--- src/rtl/bmp_param_dp_ram_pkg.sv ---
// ---------------------------------------------------------------------------
// bmp_param_dp_ram_pkg
// Shared definitions for the dual-port BMP pixel/byte RAM:
//   - default geometry macros (normally supplied by DEFINE.vh; the guarded
//     fallbacks below are used only when that header has not been seen)
//   - clear-engine state codes and state type
//   - small helpers used by the top level
// ---------------------------------------------------------------------------
`ifndef BYTE_WIDTH
`define BYTE_WIDTH 8
`endif
`ifndef ADDR_WIDTH
`define ADDR_WIDTH 5
`endif
`ifndef BMP_TOTAL_SIZE
`define BMP_TOTAL_SIZE 16
`endif

package bmp_param_dp_ram_pkg;

   // Clear-engine state codes.
   localparam logic ST_IDLE_CODE  = 1'b0;
   localparam logic ST_CLEAR_CODE = 1'b1;

   typedef enum logic {
      ST_IDLE  = ST_IDLE_CODE,
      ST_CLEAR = ST_CLEAR_CODE
   } clr_state_e;

   localparam int NUM_PORTS = 2;

   // Index of the opposite port, used for cross-port read-during-write.
   function automatic int other_port(input int p);
      return (p == 0) ? 1 : 0;
   endfunction

endpackage

--- src/rtl/bmp_rd_pipe.sv ---
// ---------------------------------------------------------------------------
// bmp_rd_pipe
// Per-port read-return pipeline. Tracks accepted reads, delays them to the
// configured latency, forces rdata to zero whenever rvalid is low or the
// read was out of range, and merges the write out-of-range pulse into oob.
//
// Ports:
//   clk       in   clock
//   rst       in   synchronous active-high reset (flushes the pipeline)
//   rd_acc    in   read accepted this cycle
//   rd_oob    in   accepted read address is out of range
//   wr_oob    in   accepted write address is out of range
//   ram_word  in   registered RAM word, valid the cycle after rd_acc
//   rvalid    out  rdata qualifier
//   rdata     out  read data (zero when rvalid is low)
//   oob       out  out-of-range flag (read: in rvalid cycle; write: +1 cycle)
// ---------------------------------------------------------------------------
module bmp_rd_pipe
   import bmp_param_dp_ram_pkg::*;
#(
   parameter int DATA_WIDTH = 8,
   parameter int RD_LATENCY = 1
) (
   input  logic                  clk,
   input  logic                  rst,
   input  logic                  rd_acc,
   input  logic                  rd_oob,
   input  logic                  wr_oob,
   input  logic [DATA_WIDTH-1:0] ram_word,
   output logic                  rvalid,
   output logic [DATA_WIDTH-1:0] rdata,
   output logic                  oob
);

   logic                  s1_vld_q, s1_vld_d;
   logic                  s1_oob_q, s1_oob_d;
   logic                  wr_oob_q, wr_oob_d;
   logic [DATA_WIDTH-1:0] s1_data;

   logic                  out_vld;
   logic                  out_oob;
   logic [DATA_WIDTH-1:0] out_data;

   always_comb begin
      s1_vld_d = rd_acc;
      s1_oob_d = rd_acc & rd_oob;
      wr_oob_d = wr_oob;
   end

   always_ff @(posedge clk) begin
      if (rst) begin
         s1_vld_q <= 1'b0;
         s1_oob_q <= 1'b0;
         wr_oob_q <= 1'b0;
      end else begin
         s1_vld_q <= s1_vld_d;
         s1_oob_q <= s1_oob_d;
         wr_oob_q <= wr_oob_d;
      end
   end

   // The RAM word register sits in the parent; zero it here for idle or
   // out-of-range returns so the data path never leaks aliased contents.
   assign s1_data = (s1_vld_q && !s1_oob_q) ? ram_word : '0;

   generate
      if (RD_LATENCY == 2) begin : g_lat2
         logic                  s2_vld_q, s2_vld_d;
         logic                  s2_oob_q, s2_oob_d;
         logic [DATA_WIDTH-1:0] s2_data_q, s2_data_d;

         always_comb begin
            s2_vld_d  = s1_vld_q;
            s2_oob_d  = s1_oob_q;
            s2_data_d = s1_data;
         end

         always_ff @(posedge clk) begin
            if (rst) begin
               s2_vld_q  <= 1'b0;
               s2_oob_q  <= 1'b0;
               s2_data_q <= '0;
            end else begin
               s2_vld_q  <= s2_vld_d;
               s2_oob_q  <= s2_oob_d;
               s2_data_q <= s2_data_d;
            end
         end

         assign out_vld  = s2_vld_q;
         assign out_oob  = s2_oob_q;
         assign out_data = s2_data_q;
      end else begin : g_lat1
         assign out_vld  = s1_vld_q;
         assign out_oob  = s1_oob_q;
         assign out_data = s1_data;
      end
   endgenerate

   // Outputs are held quiet for the whole reset interval, not just after
   // the first reset edge.
   assign rvalid = out_vld & ~rst;
   assign oob    = (out_oob | wr_oob_q) & ~rst;
   assign rdata  = rst ? '0 : out_data;

endmodule

--- src/rtl/bmp_param_dp_ram.sv ---
// ---------------------------------------------------------------------------
// bmp_param_dp_ram
// True dual-port RAM for BMP pixel/byte storage with a built-in clear
// engine. Each port accepts one read or one write per cycle while the clear
// engine is idle; port 1 wins same-address write collisions; cross-port
// read-during-write returns old or new data according to RDW_MODE.
//
// Ports:
//   clk              in   clock
//   rst              in   synchronous active-high reset
//   init_start       in   one-cycle pulse requesting a full clear
//   busy             out  clear engine active (also high during reset)
//   ren1/ren2        in   read request, port 1/2
//   wen1/wen2        in   write request, port 1/2
//   addr1/addr2      in   address, port 1/2
//   wdata1/wdata2    in   write data, port 1/2
//   rdata1/rdata2    out  read data, port 1/2 (zero when rvalid low)
//   rvalid1/rvalid2  out  read data qualifier, port 1/2
//   oob1/oob2        out  out-of-range access flag, port 1/2
// ---------------------------------------------------------------------------
module bmp_param_dp_ram
   import bmp_param_dp_ram_pkg::*;
#(
   parameter int                    DATA_WIDTH = `BYTE_WIDTH,
   parameter int                    ADDR_WIDTH = `ADDR_WIDTH,
   parameter int                    DEPTH      = `BMP_TOTAL_SIZE,
   parameter int                    RD_LATENCY = 1,
   parameter int                    RDW_MODE   = 0,
   parameter logic [DATA_WIDTH-1:0] INIT_VALUE = '0
) (
   input  logic                  clk,
   input  logic                  rst,
   input  logic                  init_start,
   output logic                  busy,
   input  logic                  ren1,
   input  logic                  ren2,
   input  logic                  wen1,
   input  logic                  wen2,
   input  logic [ADDR_WIDTH-1:0] addr1,
   input  logic [ADDR_WIDTH-1:0] addr2,
   input  logic [DATA_WIDTH-1:0] wdata1,
   input  logic [DATA_WIDTH-1:0] wdata2,
   output logic [DATA_WIDTH-1:0] rdata1,
   output logic [DATA_WIDTH-1:0] rdata2,
   output logic                  rvalid1,
   output logic                  rvalid2,
   output logic                  oob1,
   output logic                  oob2
);

   localparam int          IDX_W   = (DEPTH > 1) ? $clog2(DEPTH) : 1;
   localparam logic [31:0] DEPTH_U = DEPTH;
   localparam logic [IDX_W-1:0] LAST_IDX = IDX_W'(DEPTH - 1);

   // Storage: never reset; contents are defined only through the clear engine.
   logic [DATA_WIDTH-1:0] mem [0:DEPTH-1];

   // Per-port views of the flat port list (index 0 = port 1, 1 = port 2).
   logic [NUM_PORTS-1:0]  ren_a, wen_a;
   logic [ADDR_WIDTH-1:0] addr_a  [NUM_PORTS];
   logic [DATA_WIDTH-1:0] wdata_a [NUM_PORTS];
   logic [DATA_WIDTH-1:0] rdata_a [NUM_PORTS];
   logic [IDX_W-1:0]      idx_a   [NUM_PORTS];
   logic [NUM_PORTS-1:0]  rvalid_a, oob_a;
   logic [NUM_PORTS-1:0]  rd_acc, wr_acc, in_range;

   // Clear engine.
   clr_state_e       state_q, state_d;
   logic [IDX_W-1:0] cnt_q, cnt_d;
   logic             busy_int;
   logic             clr_we;

   assign ren_a      = {ren2, ren1};
   assign wen_a      = {wen2, wen1};
   assign addr_a[0]  = addr1;
   assign addr_a[1]  = addr2;
   assign wdata_a[0] = wdata1;
   assign wdata_a[1] = wdata2;

   assign rdata1  = rdata_a[0];
   assign rdata2  = rdata_a[1];
   assign rvalid1 = rvalid_a[0];
   assign rvalid2 = rvalid_a[1];
   assign oob1    = oob_a[0];
   assign oob2    = oob_a[1];

   // ---------------------------------------------------------------------
   // Clear engine: one address per cycle, 0..DEPTH-1, then back to idle.
   // Reset parks the engine in CLEAR at address 0, so release starts a full
   // clear and a reset mid-clear restarts from the bottom.
   // ---------------------------------------------------------------------
   always_comb begin
      state_d = state_q;
      cnt_d   = cnt_q;
      case (state_q)
         ST_IDLE: begin
            if (init_start) begin
               state_d = ST_CLEAR;
               cnt_d   = '0;
            end
         end
         ST_CLEAR: begin
            if (cnt_q == LAST_IDX) begin
               state_d = ST_IDLE;
               cnt_d   = '0;
            end else begin
               cnt_d = cnt_q + 1'b1;
            end
         end
         default: begin
            state_d = ST_IDLE;
            cnt_d   = '0;
         end
      endcase
   end

   always_ff @(posedge clk) begin
      if (rst) begin
         state_q <= ST_CLEAR;
         cnt_q   <= '0;
      end else begin
         state_q <= state_d;
         cnt_q   <= cnt_d;
      end
   end

   assign busy_int = rst || (state_q == ST_CLEAR);
   assign busy     = busy_int;
   assign clr_we   = !rst && (state_q == ST_CLEAR);

   // ---------------------------------------------------------------------
   // Memory write. Port requests are gated by busy so they never overlap
   // the clear engine. Port 2 is applied before port 1 so that port 1 data
   // lands on a same-address collision.
   // ---------------------------------------------------------------------
   always_ff @(posedge clk) begin
      if (clr_we) begin
         mem[cnt_q] <= INIT_VALUE;
      end
      if (wr_acc[1] && in_range[1]) begin
         mem[idx_a[1]] <= wdata_a[1];
      end
      if (wr_acc[0] && in_range[0]) begin
         mem[idx_a[0]] <= wdata_a[0];
      end
   end

   // ---------------------------------------------------------------------
   // Per-port acceptance, registered read and return pipeline.
   // ---------------------------------------------------------------------
   genvar gi;
   generate
      for (gi = 0; gi < NUM_PORTS; gi++) begin : g_port
         localparam int OTHER = other_port(gi);

         logic [DATA_WIDTH-1:0] rd_word_d, rd_word_q;
         logic                  fwd_hit;

         assign in_range[gi] = {{(32 - ADDR_WIDTH){1'b0}}, addr_a[gi]} < DEPTH_U;
         assign rd_acc[gi]   = !busy_int && ren_a[gi] && !wen_a[gi];
         assign wr_acc[gi]   = !busy_int && wen_a[gi] && !ren_a[gi];
         assign idx_a[gi]    = addr_a[gi][IDX_W-1:0];

         // New-data mode: bypass the array when the other port is writing
         // the word being read in this same cycle.
         assign fwd_hit = (RDW_MODE == 1) && wr_acc[OTHER] && in_range[OTHER]
                          && (addr_a[OTHER] == addr_a[gi]);

         always_comb begin
            rd_word_d = mem[idx_a[gi]];
            if (fwd_hit) begin
               rd_word_d = wdata_a[OTHER];
            end
         end

         always_ff @(posedge clk) begin
            rd_word_q <= rd_word_d;
         end

         bmp_rd_pipe #(
            .DATA_WIDTH (DATA_WIDTH),
            .RD_LATENCY (RD_LATENCY)
         ) u_rd_pipe (
            .clk      (clk),
            .rst      (rst),
            .rd_acc   (rd_acc[gi]),
            .rd_oob   (!in_range[gi]),
            .wr_oob   (wr_acc[gi] && !in_range[gi]),
            .ram_word (rd_word_q),
            .rvalid   (rvalid_a[gi]),
            .rdata    (rdata_a[gi]),
            .oob      (oob_a[gi])
         );
      end
   endgenerate

endmodule

--- config.mk ---
export PLATFORM = sky130hd
export DESIGN_NAME = bmp_param_dp_ram
export DESIGN_NICKNAME = d
export VERILOG_FILES = /design/src/rtl/bmp_param_dp_ram_pkg.sv /design/src/rtl/bmp_rd_pipe.sv /design/src/rtl/bmp_param_dp_ram.sv
export SDC_FILE = /design/constraint.sdc
export NUM_CORES = 1
export LEC_CHECK = 0
export ABC_CLOCK_PERIOD_IN_PS = 5800
export CORE_AREA = 4 4 132 134
export CTS_BUF_LIST = sky130_fd_sc_hd__clkbuf_4 sky130_fd_sc_hd__clkbuf_8 sky130_fd_sc_hd__clkbuf_16
export DETAILED_ROUTE_END_ITERATION = 16
export DIE_AREA = 0 0 136 138
export DONT_BUFFER_PORTS = 1
export PLACE_DENSITY = 0.79
export SETUP_SLACK_MARGIN = 0.02
export SLEW_MARGIN = 20
export SYNTH_ARGS = -nofsm -noshare
export SYNTH_HDL_FRONTEND = slang
export SYNTH_SLANG_ARGS = --single-unit
--- constraint.sdc ---
create_clock -name clk -period 5.8 [get_ports clk]
set_input_delay 1.74 -clock clk [delete_from_list [all_inputs] [get_ports clk]]
set_output_delay 1.74 -clock clk [all_outputs]
set_load 0.01 [all_outputs]
==> out/results.ini, run 1 <==
[critical_path]
r2r_cells=5
start_kind=primary input
cp-endpoint=rdata1[7]
slowest_stage=nor2b_1
cp_max_fo=13
reg2reg_slack_ps=2760
crit_top_cell=nor2b_1
crit_chain=nor2b_1 > nor2b_1 > and2_1
crit-reg2reg-launch=state_q$_SDFF_PP1_
required_ps=4060
crit_arrival_ps=2940
critPathLaunch=rst
reg2reg_to=mem[1][3]$_DFFE_PP_
crit_path_end_kind=primary output
crit_path_max_incr_delay_ps=650
worstSetupPathType=primary input to primary output

[synth]
synthAdderAreaFrac=0.00143
synth.most_common_cell=nand2_1
synth_area_per_cell_sq_um=11.9
synth_flop_cell=edfxtp_1
synth_seq_cells=155
synth_compound_gate_area_share=0.121
synthCells=740
yosys-top-cells-area=edfxtp_1 (44%), mux4_2 (16%), o21ai_0 (7.2%)
synth_edf_count=128
yosysSeqAreaShare=0.500
muxShareOfSynthArea=0.169
synth_xor_area_frac=0
synth.largest_area_cell=edfxtp_1
synth_area_sq_mm=0.00877
synth_fp_nets=774
synthArstFlopShare=0
synth_top_family_by_area=simple AND/OR/NAND/NOR gates
synth_top_area_share=0.438
synth-simple-area-share=0.169
synth-warning-count=0
yosys-top-cells-count=nand2_1 (157), edfxtp_1 (128), o21ai_0 (126)
ys_types=46

[placed_design]
post_dp_cell_area_sq_mm=0.00873
dp_hpwl_um=16200
gp_congestion=0.911
port_buffers=0

[clocking]
cts_root_buffer=clkbuf_16
cts_max_level=4
numCtsBuffers=17
postCtsResizedCells=0
insertion_delay_ps=440
clk_pin_slew_ps=60
cts_tree=yes
postCtsSetupRepairBufs=0
cts.sinks=155
clk_path_buf_depth=2
cts_hold_buf=0

[timing]
max_freq_mhz=214
min_period_ps=4680
rsz0062_at_grt=false
drv_slew=0
worst_pin_slew_ps=1100
setup_viol=0
relSlewSlack=0.263
finalClockSkew_ps=8.91
fin_tns_setup_ps=0
finalHoldViolCount=0
min_period_over_period=0.808

[power]
p_leak_nw=3.19
vdd_drop_max_v=0.000223
powerDensity_mw_per_mm2=258
total_power_mw=2.41

[drt]
first_pass_iters=6
wirelength_um=24300
ant_nets=0
dr_total_vias=6485
drt-initial-drc-count=1425
drc_errors=0
wl_per_cell_um=26.3
post_drt_via_cell_ratio=7.03

[layout]
fill_cells=1283
utilization=0.572
final_net_count=723
area_delta_synth_final_pct=6.27
drive_gt1_frac=0.182
final_area_sq_mm=0.00933
diodes=0
seq_area_sq_mm=0.00438
multi_input_area_sq_mm=0.00404

[grt]
track_usage=0.266
antenna_found_initial=1
grt_pass1_vias=6338
gr-total-overflow=0
grt_pass1_wl_um=36900
grt_max_degree=48

[die]
ioPinCount=54
fp-row-count=47
fp.dieArea_sq_mm=0.0188
die_h_um=138
start_util=0.539
die_x_um=136
core_area_sq_mm=0.0163

[status]
status=finished, final reports clean

[min_path]
hold_path.class=flip-flop to flip-flop

[flow_run]
cap_violations=0

sequential cells by signal, indices dropped and copies added, names as in the netlist:
signal,flops
state_q,1
cnt_q,4
g_port.u_rd_pipe.out_oob,2
g_port.rd_word_q,16
mem,128
g_port.u_rd_pipe.out_vld,2
g_port.u_rd_pipe.wr_oob_q,2
how the worst min path moves through the flow:
stage / startpoint / cells after the start / to
after global routing: cnt_q[0]$_SDFFE_PP0P_ / 2 / cnt_q[0]$_SDFFE_PP0P_
after floorplan: cnt_q[0]$_SDFFE_PP0P_ / 2 / cnt_q[3]$_SDFFE_PP0P_
final: cnt_q[0]$_SDFFE_PP0P_ / 2 / cnt_q[0]$_SDFFE_PP0P_
after global placement: cnt_q[0]$_SDFFE_PP0P_ / 2 / cnt_q[0]$_SDFFE_PP0P_
after CTS: cnt_q[3]$_SDFFE_PP0P_ / 2 / cnt_q[3]$_SDFFE_PP0P_
after detailed placement: cnt_q[0]$_SDFFE_PP0P_ / 2 / cnt_q[0]$_SDFFE_PP0P_
final cells by class:
cell class,instances,share of cell area
inverters,4,0.00161
flip-flops and latches,155,0.470
clock buffers,23,0.0574
multi-input cells,509,0.434
repair buffers,2,0.00161
well taps,220,0.0295
clock inverters,9,0.00604
cells in the final DEF, fill, tap and decap left out, types with 2 or more instances in the layout:
cell and instances:
nor3b_1 4, clkbuf_8 2, edfxtp_1 128, inv_1 3, clkinv_2 5, nor3b_4 2
a22oi_1 33, or3b_2 3, nor3_1 2, clkbuf_16 20, nand2_1 157, mux2i_1 3
buf_4 2, clkinv_4 2, o22ai_1 8, o21bai_1 8, mux4_2 64, nand3b_1 3
and2_1 21, nor2b_1 12, or2_2 2, dfxtp_1 27, nor2_1 14, o21ai_0 126
nor4_4 17, nand2b_1 2, nand3_1 3, a21oi_1 7, o21ai_1 2
logic make-up (layout without fill, tap and decap cells):
kind of cell / after synthesis / after routing
mux: 68 / 68
compound gates: 188 / 188
flops: 155 / 155
fa+ha+maj: 1 / 1
buf+inv: 76 / 38
simple gates: 252 / 252
report_power, final:
| part | leakage [nW] | total (mW) | internal, mW | switching [mW] |
|---|---|---|---|---|
| Combinational | 1.25 | 0.0950 | 0.0477 | 0.0474 |
| Sequential | 1.64 | 1.21 | 1.21 | 0.00748 |
| Clock | 0.298 | 1.10 | 0.648 | 0.452 |
| Total | 3.19 | 2.41 | 1.90 | 0.507 |
per-stage QoR:
| step | std cells | hold WS [ps] | worst slack, ps |
|---|---|---|---|
| floorplan | 740 | 510 | 1430 |
| global placement | 890 | 533 | 1180 |
| detailed placement | 890 | 557 | 1160 |
| CTS | 922 | 565 | 1160 |
| global route | 922 | 620 | 1020 |
| finish | 922 | 567 | 1120 |
routing by layer:
layer	GRT usage	up-vias	wire length, um
met5	0	-	13
met4	0.123	2	1200
met3	0.101	107	3860
met2	0.387	581	10800
met1	0.355	3090	8390
li1	-	2705	-
worst max-delay path: cells and delay by family:
family / cells / cell delay [ps]
simple gates: 3 / 1200
No activity file was read; power rests on OpenSTA's default activity.
==> run 2: changes to the inputs <==
ABC_CLOCK_PERIOD_IN_PS = 4600   (was 5800)
clock period = 4.6 ns   (was 5.8 ns; I/O delays follow)
==> run 2 against run 1 <==
  * Via count down 0.31%
  * Non-clock buffer count up 15
  * Count of clock-buffer cells in the layout down 1
  * Largest power group unchanged
  * Worst setup slack got worse by 460 ps
  * Register-to-register slack worse by 980 ps
  * Worst hold slack gained 9.6 ps
  * First-iteration DRC count shrank 4.6%
  * Critical path depth did not move
==> out/results.ini, run 2 (synthesis results as in run 1) <==
[timing]
max_freq_mhz=253
fin_tns_setup_ps=0
finalClockSkew_ps=4.65
finalHoldViolCount=0
whs_ps=577
setup_slack_ps=653
worst_pin_slew_ps=938
min_period_over_period=0.858
relSlewSlack=0.374
drv_slew=0
min_period_ps=3950
rsz0062_at_grt=false
setup_viol=0

[status]
status=finished, final reports clean

[drt]
wirelength_um=24400
ant_nets=0
wl_per_cell_um=26.0
drc_errors=0
post_drt_via_cell_ratio=6.90
drt-initial-drc-count=1359
dr_total_vias=6465
first_pass_iters=10

[layout]
final_area_sq_mm=0.00943
final_common_cell=nand2_1
area_delta_synth_final_pct=7.46
biggestRegsByFlops=mem (128), g_port.rd_word_q (16), cnt_q (4)
largest_reg_flops=128
drive_gt1_frac=0.198
largest_register=mem
layoutNonFillerInstCount=937
diodes=0
mostFrequentLayoutCells=nand2_1 (157), edfxtp_1 (128), o21ai_0 (126)
utilization=0.579
final_net_count=738

[placed_design]
dp_cells=905
dp_slack_ps=678
post_dp_cell_area_sq_mm=0.00885
port_buffers=0
gp_congestion=0.935
dp_hpwl_um=16100

[clocking]
clk_path_buf_depth=2
cts_tree=yes
cts_hold_buf=0
cts_max_level=4
clk_pin_slew_ps=60
postCtsSetupRepairBufs=0
cts_root_buffer=clkbuf_16
cts.sinks=155
insertion_delay_ps=430
postCtsResizedCells=0
numCtsBuffers=17

[grt]
track_usage=0.268
grt_pass1_vias=6309
grt_pass1_wl_um=37300
grt_max_degree=48
antenna_found_initial=0
gr-total-overflow=0

[critical_path]
worstSetupPathType=primary input to primary output
required_ps=3220
crit-reg2reg-launch=state_q$_SDFF_PP1_
reg2reg_to=mem[12][4]$_DFFE_PP_
crit_arrival_ps=2570
start_kind=primary input
cp_max_fo=13
reg2reg_slack_ps=1780
r2r_cells=3
crit_path_end_kind=primary output

[power]
powerDensity_mw_per_mm2=322
vdd_drop_max_v=0.000268
p_leak_nw=3.24
total_power_mw=3.04

[die]
core_area_sq_mm=0.0163
die_h_um=138
fp-row-count=47
start_util=0.539
fp.dieArea_sq_mm=0.0188
ioPinCount=54
die_x_um=136

[min_path]
holdPathStages=2
hold_end=cnt_q[3]$_SDFFE_PP0P_
min_from=cnt_q[3]$_SDFFE_PP0P_
hold_path.class=flip-flop to flip-flop

[flow_run]
cap_violations=0

run 2: cell types whose count changed in the layout (fill, tap and decap cells not counted), moves of 2 or more:
| cell | delta |
|---|---|
| clkinv_2 | -5 |
| clkbuf_8 | -2 |
| buf_4 | +15 |
| clkbuf_16 | -3 |
| bufinv_16 | +2 |
| clkinvlp_4 | +3 |
| clkbuf_4 | +4 |
run 2: report_power, final:
group,total [mW],switching [mW],internal [mW]
sequential,1.53,0.00968,1.52
combinational,0.125,0.0616,0.0639
clock,1.38,0.555,0.827
run 2: worst max-delay path by stage:
stage | from | endpoint | slack [ps] | cells past startpoint
final | rst | rdata2[7] | 650 | 3
after global routing | rst | rdata2[7] | 500 | 3
after CTS | rst | rdata2[7] | 680 | 3
after detailed placement | rst | rdata2[7] | 680 | 3
after global placement | rst | rdata2[2] | 700 | 3
after floorplan | rst | rdata1[0] | 950 | 4
run 2: final cells by class:
class	instances	area [sq um]
clock buffer	22	463
clock inverter	10	120
fill	1273	6860
inverter	4	15.0
multi-input combinational	509	4040
sequential	155	4380
tap	220	275
timing repair buffer	17	128
run 2: worst max-delay path, stage by stage:
cell     delay [ps]
nor2b_1         230
nor2b_1         660
and2_1          290
run 2: per-layer routing:
metal | up-vias | global-route usage | routed length [um]
met5 | - | 0 | 0
met4 | 0 | 0.116 | 1000
met3 | 85 | 0.0872 | 3860
met2 | 562 | 0.393 | 11100
met1 | 3097 | 0.369 | 8500
li1 | 2721 | - | -
